[src/rtl/mul_ctrl_pkg.sv]
// Shared definitions for the shift-add multiplier sequencer.
package mul_ctrl_pkg;

  // Sequencer states, 3-bit binary encoding.
  typedef enum logic [2:0] {
    IDLE = 3'd0,
    LOAD = 3'd1,
    ACC  = 3'd2,
    SHR  = 3'd3,
    SHL  = 3'd4,
    DONE = 3'd5
  } state_e;

  // Default operand width and the matching bit-step counter width.
  localparam int N_DEF = 8;
  localparam int CNT_W = $clog2(N_DEF + 1);

  // Counter width needed to hold 0..n inclusive.
  function automatic int cnt_width(input int n);
    return $clog2(n + 1);
  endfunction

endpackage

[src/rtl/shift_add_mul_ctrl.sv]
// Sequencing FSM for the shift-add multiplier datapath.
//
//  state | meaning
//  ------+-------------------------------------------------------------
//  IDLE  | waiting for start, all strobes low
//  LOAD  | load operands, clear accumulator, restart bit counter
//  ACC   | accumulate partial product (datapath gates with mplr LSB)
//  SHR   | shift multiplier right one bit
//  SHL   | shift multiplicand left one bit, count the bit-step
//  DONE  | one-cycle done pulse, product valid; always returns to IDLE
module shift_add_mul_ctrl
  import mul_ctrl_pkg::*;
#(
  parameter int N          = 8,
  parameter bit EARLY_EXIT = 1'b1
) (
  input  logic                     clk,
  input  logic                     rst_n,
  input  logic                     start,
  input  logic                     abort,
  input  logic                     mplr_zero,
  output logic                     load,
  output logic                     acc_clr,
  output logic                     acc_en,
  output logic                     shft_right,
  output logic                     shft_left,
  output logic                     busy,
  output logic                     done,
  output logic [$clog2(N+1)-1:0]   bit_cnt
);

  localparam int             BC_W = cnt_width(N);
  localparam logic [BC_W-1:0] LAST_BIT = BC_W'(N - 1);

  state_e            state_q, state_d;
  logic [BC_W-1:0]   bit_cnt_q, bit_cnt_d;
  logic              run_st;

  // State and bit counter registers; reset abandons any operation.
  always_ff @(posedge clk or negedge rst_n) begin
    if (!rst_n) begin
      state_q   <= IDLE;
      bit_cnt_q <= '0;
    end else begin
      state_q   <= state_d;
      bit_cnt_q <= bit_cnt_d;
    end
  end

  // Next-state, counter update and Moore output decode from state_q.
  always_comb begin
    state_d    = state_q;
    bit_cnt_d  = bit_cnt_q;
    load       = 1'b0;
    acc_clr    = 1'b0;
    acc_en     = 1'b0;
    shft_right = 1'b0;
    shft_left  = 1'b0;
    busy       = 1'b0;
    done       = 1'b0;
    run_st     = 1'b0;

    case (state_q)
      IDLE: begin
        if (start) state_d = LOAD;
      end
      LOAD: begin
        load      = 1'b1;
        acc_clr   = 1'b1;
        busy      = 1'b1;
        run_st    = 1'b1;
        bit_cnt_d = '0;
        state_d   = ACC;
      end
      ACC: begin
        acc_en = 1'b1;
        busy   = 1'b1;
        run_st = 1'b1;
        // mplr_zero only matters here; with no early exit every bit is walked.
        if (EARLY_EXIT && mplr_zero) state_d = DONE;
        else                         state_d = SHR;
      end
      SHR: begin
        shft_right = 1'b1;
        busy       = 1'b1;
        run_st     = 1'b1;
        state_d    = SHL;
      end
      SHL: begin
        shft_left = 1'b1;
        busy      = 1'b1;
        run_st    = 1'b1;
        bit_cnt_d = bit_cnt_q + 1'b1;
        if (bit_cnt_q == LAST_BIT) state_d = DONE;
        else                       state_d = ACC;
      end
      DONE: begin
        // bit_cnt holds so the host can read how many steps were taken.
        done    = 1'b1;
        state_d = IDLE;
      end
      default: begin
        state_d   = IDLE;
        bit_cnt_d = '0;
      end
    endcase

    // abort overrides any transition while an operation is running.
    if (abort && run_st) begin
      state_d   = IDLE;
      bit_cnt_d = '0;
    end
  end

  assign bit_cnt = bit_cnt_q;

endmodule

[config.mk]
export PLATFORM = sky130hd
export DESIGN_NAME = shift_add_mul_ctrl
export DESIGN_NICKNAME = d
export VERILOG_FILES = /design/src/rtl/mul_ctrl_pkg.sv /design/src/rtl/shift_add_mul_ctrl.sv
export SDC_FILE = /design/constraint.sdc
export NUM_CORES = 1
export LEC_CHECK = 0
export BUFFER_PORTS_ARGS = -buffer_cell sky130_fd_sc_hd__buf_2
export CAP_MARGIN = 30
export CORE_AREA = 2 2 39 41
export DETAILED_ROUTE_END_ITERATION = 10
export DIE_AREA = 0 0 41 43
export PLACE_DENSITY = 0.67
export SYNTH_ARGS = -nofsm -noshare
export SYNTH_HDL_FRONTEND = slang
export SYNTH_SLANG_ARGS = --single-unit
[constraint.sdc]
create_clock -name clk -period 1.4 [get_ports clk]
set_input_delay 0.07 -clock clk [delete_from_list [all_inputs] [get_ports clk]]
set_output_delay 0.07 -clock clk [all_outputs]
set_load 0.01 [all_outputs]
==> results of run 1 <==
## worst max-delay path, cell delays in order (launching register included)
cell     delay (ns)
dfrtp_1        0.38
buf_6          0.15
buf_6          0.12
nor3b_4        0.22
buf_2          0.17
## power by group
part           switching [mW]  total (mW)  internal [mW]
Combinational           0.383       0.776          0.393
Sequential             0.0495       0.294          0.245
Clock                  0.0741       0.183          0.109
Total                   0.506        1.25          0.747
## state kept, by name (all words and copies together), names as in the netlist
| signal | count |
|---|---|
| state_q | 3 |
| bit_cnt | 4 |
## metrics by stage
| stage | cells | worst slack, ns |
|---|---|---|
| 6_report | 107 | 0.0398 |
| 5_1_grt | 107 | -0.0627 |
| 4_1_cts | 105 | 0.00878 |
| 3_5_place_dp | 100 | 0.0230 |
| 3_3_place_gp | 100 | 0.0797 |
| 2_1_floorplan | 60 | 0.00483 |
## worst max-delay path by stage
stage,slack (ns),cells after the start,endpoint
final,0.04,4,load
after global routing,-0.06,4,load
after CTS,0.009,4,load
after detailed placement,0.02,4,bit_cnt[2]$_DFFE_PN0P_
after global placement,0.08,4,bit_cnt[2]$_DFFE_PN0P_
after floorplan,0.005,4,bit_cnt[2]$_DFFE_PN0P_
## kinds of logic after synthesis
group,count (synthesis),share of synthesized area (%)
fa+ha+maj,1,2.34
flops,7,32.7
mux,1,1.87
compound gates,17,22.7
xor+xnor,1,1.64
buf+inv,7,8.64
simple gates,26,30.1
## area by class of cell
cell class | instances | area, um^2
tap | 16 | 20.0
fill | 121 | 574
inverter | 2 | 7.51
multi-input combinational | 46 | 359
clock buffer | 4 | 26.3
sequential | 7 | 180
timing repair buffer | 32 | 216
## synthesized netlist by cell type (2+ instances only)
cell type	instances	area, um^2
nor2_1	2	7.51
nor3_1	2	10.0
nor3b_1	3	22.5
buf_6	2	22.5
inv_1	2	7.51
nor2b_1	4	25.0
dfrtp_1	7	175
a21oi_1	5	25.0
o21ai_0	2	10.0
nand3_1	3	15.0
nand2_1	4	15.0
and4b_1	2	20.0
o31ai_1	2	15.0
## per-layer routing
| metal | routed length (um) | vias up |
|---|---|---|
| li1 | - | 294 |
| met1 | 627 | 298 |
| met2 | 777 | 15 |
| met3 | 55 | 2 |
| met4 | 19 | 0 |
| met5 | 0 | - |
## timing repair
| action | in CTS | in global routing |
|---|---|---|
| hold endpoints to repair | 7 | 0 |
| endpoints found under the setup margin | 4 | 10 |
| hold buffers | 1 | 0 |
| buffers inserted | 0 | 2 |
| resized for setup | 4 | 10 |
| pin swaps | 0 | 2 |
==> impl_metrics.tcl, run 1 <==
set metrics [dict create \
    leakage_nw 0.362 \
    place_congestion 0.752 \
    avgRoutedWirePerCell_um 13.8 \
    cts-htree-levels 1 \
    drv_cap 0 \
    firstDrtPassIters 4 \
    cts_buffer_depth 2 \
    rsz0062_at_grt "true" \
    synth_nets 66 \
    dieWidth_um 41 \
    fin_tns_setup_ns 0 \
    fp.dieH_um 43 \
    ios 16 \
    busiest_layer "met2" \
    synth_area_um2 536 \
    max_freq_mhz 735 \
    floorplan.initialDensity_pct 38.7 \
    synth.distinct_cells 33 \
    finalClockSkew_ns 0.00792 \
    rows 14 \
    synth_edf_count 0 \
    grt_use_met1_pct 24.3 \
    final_common_cell "buf_2" \
    post_dp_cell_area_um2 699 \
    async_reset_ff_share_pct 100 \
    r2r-start "bit_cnt[0]$_DFFE_PN0P_" \
    fin_crit_ns 1.36 \
    viasPerCell 5.69 \
    hpwl_um 1080 \
    maxSlewViolCount 0 \
    clock_latency_ns 0.25 \
    reg2reg_slack_ns 0.04 \
    finalWirelength_um 1480 \
    holdPathStages 3 \
    grt.total_usage_pct 19.9 \
    root_buffer "clkbuf_4" \
    crit_arrival_ns 1.29 \
    worstHoldPathType "in -> reg" \
    r2r_cells 4 \
    tightest_slew_ns 0.399 \
    tritoncts "built" \
    rr_endpoint "bit_cnt[2]$_DFFE_PN0P_" \
    core_area_um2 1380 \
    cts_buffers 3 \
    required_ns 1.33 \
    final_net_count 98 \
    layout-drive-gt1-share_pct 48.4 \
    use_met3_pct 7.85 \
    finalHoldViolCount 0 \
    syn_avg_cell_area_um2 8.93 \
    cp-start-kind "flip-flop" \
    drc_errors 0 \
    vdd_drop_max_uv 877 \
    path_max_fanout 7 \
    io_buffers 15 \
    grt_use_met2_pct 30.0 \
    clk_transition_reported_paths_ns 0.06 \
    fin_crit_sh_pct 97.2 \
    min-delay-start "mplr_zero" \
    worstSetupStartpoint "state_q[0]$_DFFE_PN0P_" \
    syn_to_final_growth_pct 51.2 \
    synth_warnings 0 \
    ant_nets 0 \
    setup_viol 0 \
    synth_cells 60 \
    final_core_util_pct 58.5 \
    relSlewSlack_pct 73.1 \
    antenna_cells 0 \
    ys.flop_type "dfrtp_1" \
    fin_hold_ws_ns 0.149 \
    p_per_area_nw_per_um2 1550 \
    cts_sinks 7 \
    synth_seq_cells 7 \
    final_cell_mix "buf_2 (15), buf_4 (13), a21oi_1 (5)" \
    grt_overflow 0 \
    drt_iter0_drc 8 \
    seq_area_frac_synth_pct 32.7 \
    endpoint_kind "primary output" \
    die-area_um2 1760 \
    crit_type "reg -> out" \
    grt_max_degree 9 \
    power_mw 1.25 \
    run_status "completed" \
    grt_pass1_wl_um 2300 \
    antenna_found_initial 0 \
    grt_pass1_vias 539 \
    vias 609 \
    fin_area_um2 810 \
    hold_path_end "state_q[2]$_DFFE_PN0P_" \
]
No activity file was read; power rests on OpenSTA's default activity.
==> inputs of run 2 (changes only) <==
--- a/config.mk
+++ b/config.mk
@@ -10,6 +10,7 @@
 export CORE_AREA = 2 2 39 41
 export DETAILED_ROUTE_END_ITERATION = 10
 export DIE_AREA = 0 0 41 43
+export GPL_TIMING_DRIVEN = 0
 export PLACE_DENSITY = 0.67
 export SYNTH_ARGS = -nofsm -noshare
 export SYNTH_HDL_FRONTEND = slang
==> run 2 against run 1 <==
Critical path depth unchanged. Hold slack worse by 0.0031 ns. Sequential power down 1%. Final cell count down 7.5%. Total power down 4.4%. Via count down 3.3%. First-iteration DRC count rose to 3.8 times the previous value. Utilization down 3.2 points. Highest routed layer unchanged.
==> impl_metrics.tcl, run 2 (synthesis results as in run 1) <==
set metrics [dict create \
    worstHoldPathType "in -> reg" \
    drv_cap 0 \
    r2r_cells 4 \
    fp.dieH_um 43 \
    layout-drive-gt1-share_pct 48.2 \
    crit_type "reg -> reg" \
    cts_buffers 3 \
    power_mw 1.20 \
    finalClockSkew_ns 0.00144 \
    crit_arrival_ns 1.58 \
    fin_crit_ns 1.39 \
    cp-start-kind "flip-flop" \
    grt_overflow 0 \
    endpoint_kind "flip-flop" \
    clock_latency_ns 0.26 \
    leakage_nw 0.325 \
    final_cell_count_no_fill 99 \
    run_status "completed" \
    die-area_um2 1760 \
    maxSlewViolCount 0 \
    hpwl_um 926 \
    vdd_drop_max_uv 685 \
    rows 14 \
    root_buffer "clkbuf_4" \
    drt_iter0_drc 30 \
    core_area_um2 1380 \
    fin_crit_sh_pct 98.9 \
    required_ns 1.59 \
    io_buffers 15 \
    final_net_count 90 \
    setup_viol 0 \
    cts_buffer_depth 2 \
    grt.total_usage_pct 18.2 \
    grt_max_degree 11 \
    relSlewSlack_pct 75.0 \
    finalHoldViolCount 0 \
    final_common_cell "buf_2" \
    ios 16 \
    final_cell_mix "buf_2 (17), a21oi_1 (5), dfrtp_2 (5)" \
    fin_tns_setup_ns 0 \
    antenna_found_initial 0 \
    grt_pass1_vias 496 \
    r2r-start "bit_cnt[0]$_DFFE_PN0P_" \
    endpoint "bit_cnt[2]$_DFFE_PN0P_" \
    largest_reg_flops 4 \
    cts-htree-levels 1 \
    floorplan.initialDensity_pct 38.7 \
    fin_hold_ws_ns 0.146 \
    antenna_cells 0 \
    drc_errors 0 \
    ant_nets 0 \
    reg2reg_slack_ns 0.01 \
    final_core_util_pct 55.3 \
    viasPerCell 5.95 \
    syn_to_final_growth_pct 43.0 \
    worstSetupStartpoint "bit_cnt[0]$_DFFE_PN0P_" \
    clk_transition_reported_paths_ns 0.06 \
    dieWidth_um 41 \
    rr_endpoint "bit_cnt[2]$_DFFE_PN0P_" \
    rsz0062_at_grt "true" \
    dp.cells 91 \
    max_freq_mhz 722 \
    firstDrtPassIters 4 \
    cts_sinks 7 \
    grt_pass1_wl_um 2190 \
    vias 589 \
    path_max_fanout 3 \
    avgRoutedWirePerCell_um 14.8 \
    tritoncts "built" \
    place_congestion 0.779 \
    tightest_slew_ns 0.370 \
    p_per_area_nw_per_um2 1560 \
    finalWirelength_um 1460 \
]
-- run 2: cell count changes in the layout (fill, tap and decap cells not counted), moves of 2 or more --
cell / before / now
buf_4: 13 / 3
nor3b_2: 0 / 2
buf_2: 15 / 17
nor3b_1: 2 / 0
-- run 2: layout make-up --
class,count,area [um^2]
Fill cell,130,618
Tap cell,16,20.0
Timing Repair Buffer,20,113
Multi-Input combinational cell,46,379
Inverter,2,7.51
Buffer,4,38.8
Clock buffer,4,26.3
Sequential cell,7,181
-- run 2: worst min path at each step --
stage	cells after the start	start	end	slack, ns
2_1_floorplan	0	rst_n	bit_cnt[0]$_DFFE_PN0P_	-0.23
3_3_place_gp	1	rst_n	bit_cnt[3]$_DFFE_PN0P_	-0.09
3_5_place_dp	1	rst_n	bit_cnt[3]$_DFFE_PN0P_	-0.09
4_1_cts	3	mplr_zero	state_q[2]$_DFFE_PN0P_	0.15
5_1_grt	3	mplr_zero	state_q[2]$_DFFE_PN0P_	0.18
6_report	3	mplr_zero	state_q[2]$_DFFE_PN0P_	0.15
-- run 2: critical path: stages (launching register included) --
cell and delay [ns]:
dfrtp_2 0.40, ha_4 0.14, or4b_4 0.44, a211o_1 0.27, nand3_1 0.07
-- run 2: what timing repair did --
action,CTS,global route
cloned,0,1
endpoints found under the hold margin,7,0
buffers inserted,3,1
resized for setup,6,13
endpoints found under the setup margin,7,9
pin swaps,0,4
hold buffers,1,0
-- run 2: power by group --
group / total [mW] / leakage (nW) / internal, mW / switching [mW]
sequential: 0.290 / 0.0872 / 0.244 / 0.0456
combinational: 0.708 / 0.223 / 0.324 / 0.383
clock: 0.200 / 0.0150 / 0.110 / 0.0904
total: 1.20 / 0.325 / 0.678 / 0.520
-- run 2: per-stage QoR --
stage | setup slack (ns) | cell area, um^2
6_report | 0.0148 | 766
5_1_grt | -0.0447 | 766
4_1_cts | 0.0249 | 711
3_5_place_dp | -0.0407 | 633
3_3_place_gp | -0.0240 | 633
2_1_floorplan | 0.00483 | 538
-- run 2: routing by layer --
layer	vias to the layer above	wire length (um)	track usage [%]
met5	-	0	0
met4	0	36	8.00
met3	7	54	3.14
met2	21	741	28.1
met1	289	630	23.7
li1	272	-	-
==> inputs of run 3 (changes only) <==
--- a/config.mk
+++ b/config.mk
@@ -5,13 +5,12 @@
 export SDC_FILE = /design/constraint.sdc
 export NUM_CORES = 1
 export LEC_CHECK = 0
-export BUFFER_PORTS_ARGS = -buffer_cell sky130_fd_sc_hd__buf_2
 export CAP_MARGIN = 30
 export CORE_AREA = 2 2 39 41
 export DETAILED_ROUTE_END_ITERATION = 10
 export DIE_AREA = 0 0 41 43
+export DONT_BUFFER_PORTS = 1
 export GPL_TIMING_DRIVEN = 0
-export PLACE_DENSITY = 0.67
 export SYNTH_ARGS = -nofsm -noshare
 export SYNTH_HDL_FRONTEND = slang
 export SYNTH_SLANG_ARGS = --single-unit
==> run 3 against run 2 <==
Clock-buffer cell count is the same. Sequential power is 4% higher. Global-route usage shrank 0.81 points. Largest power group unchanged. The run now ends with negative setup slack left. Final area shrank 15%.
==> impl_metrics.tcl, run 3 (synthesis results as in run 1) <==
set metrics [dict create \
    run_status "finished, violations left" \
    violations "negative setup slack" \
    core_area_um2 1380 \
    pre_cts_slack_ns -0.0682 \
    antenna_cells 0 \
    hpwl_um 874 \
    max_freq_mhz 689 \
    clock_latency_ns 0.26 \
    grt.total_usage_pct 17.4 \
    fp.dieH_um 43 \
    maxSlewViolCount 0 \
    die-area_um2 1760 \
    cts-htree-levels 1 \
    crit_arrival_ns 1.65 \
    avgRoutedWirePerCell_um 16.0 \
    power_mw 1.06 \
    crit_type "reg -> reg" \
    place_congestion 0.757 \
    dieWidth_um 41 \
    worstHoldPathType "in -> reg" \
    firstDrtPassIters 4 \
    grt_overflow 0 \
    path_cells "ha_4 -> or4b_1 -> a211o_1 -> nand3_1" \
    tritoncts "built" \
    fin_crit_ns 1.45 \
    final_cell_mix "a21oi_1 (5), nor2b_1 (4), nand2_1 (4), dfrtp_2 (4)" \
    final_net_count 73 \
    final_core_util_pct 47.3 \
    vdd_drop_max_uv 757 \
    finalWirelength_um 1310 \
    cts_sinks 7 \
    antenna_found_initial 0 \
    io_buffers 0 \
    drc_errors 0 \
    finalHoldViolCount 0 \
    drv_cap 0 \
    p_per_area_nw_per_um2 1620 \
    fin_crit_sh_pct 104 \
    reg2reg_slack_ns -0.05 \
    timing.critical_path.buf_inv 0 \
    post_dp_cell_area_um2 558 \
    root_buffer "clkbuf_4" \
    cp-start-kind "flip-flop" \
    fin_area_um2 654 \
    grt_max_degree 11 \
    ios 16 \
    ant_nets 0 \
    fin_ws_ns -0.0511 \
    tightest_slew_ns 0.476 \
    setup_viol 1 \
    leakage_nw 0.237 \
    layout-drive-gt1-share_pct 30.3 \
    cp_slowest_cell "dfrtp_2" \
    viasPerCell 5.88 \
    finalClockSkew_ns 0.00549 \
    fin_tns_setup_ns -0.0511 \
    vias 482 \
    cts_buffer_depth 2 \
    cts_buffers 3 \
    dp.cells 76 \
    grt_pass1_wl_um 2060 \
    final_cell_count_no_fill 82 \
    largest_reg_flops 4 \
    rows 14 \
    relSlewSlack_pct 68.2 \
    drt_iter0_drc 6 \
    required_ns 1.60 \
    rsz0062_at_grt "true" \
    clk_transition_reported_paths_ns 0.06 \
    endpoint_kind "flip-flop" \
    floorplan.initialDensity_pct 38.7 \
    grt_pass1_vias 430 \
    syn_to_final_growth_pct 22.2 \
    crit_family "simple AND/OR/NAND/NOR gates" \
    final_common_cell "a21oi_1" \
    slowest_delay_ns 0.47 \
    fin_hold_ws_ns 0.0233 \
    path_max_fanout 7 \
]
==> run 3: changes by cell type in the layout (fill, tap and decap cells not counted), sizes merged <==
| cell | delta |
|---|---|
| clkbuf | +1 |
| buf | -18 |
==> run 3: power by group <==
part / leakage, nW / internal [mW] / switching (mW)
clock: 0.0150 / 0.109 / 0.0837
combinational: 0.133 / 0.244 / 0.325
sequential: 0.0888 / 0.245 / 0.0560
==> run 3: final cells by class <==
| cell class | count | area [um^2] |
|---|---|---|
| Multi-Input combinational cell | 46 | 363 |
| Buffer | 5 | 40.0 |
| Sequential cell | 7 | 180 |
| Timing Repair Buffer | 2 | 17.5 |
| Fill cell | 139 | 729 |
| Clock buffer | 4 | 26.3 |
| Inverter | 2 | 7.51 |
| Tap cell | 16 | 20.0 |
==> run 3: repair_timing <==
item                       4_1_cts  5_1_grt
hold buffers                     1        0
resized for setup                7        5
hold endpoints to repair         7        0
pin swaps                        1        1
buffers inserted                 0        1
setup endpoints to repair        9        7
==> run 3: worst reg2reg max path: stages (launching register included) <==
cell	delay, ns
dfrtp_2	0.47
ha_4	0.17
or4b_1	0.42
a211o_1	0.26
nand3_1	0.06
==> run 3: path summary, 6_finish.rpt <==
path                                   startpoint                     end  cells after the start
max                        bit_cnt[1]$_DFFE_PN0P_  bit_cnt[2]$_DFFE_PN0P_                      4
max in group asynchronous                   rst_n  state_q[2]$_DFFE_PN0P_                      1
min                                         abort  state_q[2]$_DFFE_PN0P_                      3
min reg2reg                state_q[1]$_DFFE_PN0P_  state_q[2]$_DFFE_PN0P_                      2
min in group asynchronous                   rst_n  bit_cnt[3]$_DFFE_PN0P_                      1
max reg2reg                bit_cnt[1]$_DFFE_PN0P_  bit_cnt[2]$_DFFE_PN0P_                      4
==> run 3: metal layers <==
layer / share of wire, % / track usage (%)
met2: 48 / 24.1
met5: 0 / 0
met1: 47 / 23.7
met4: 0.61 / 7.33
met3: 4.5 / 6.28
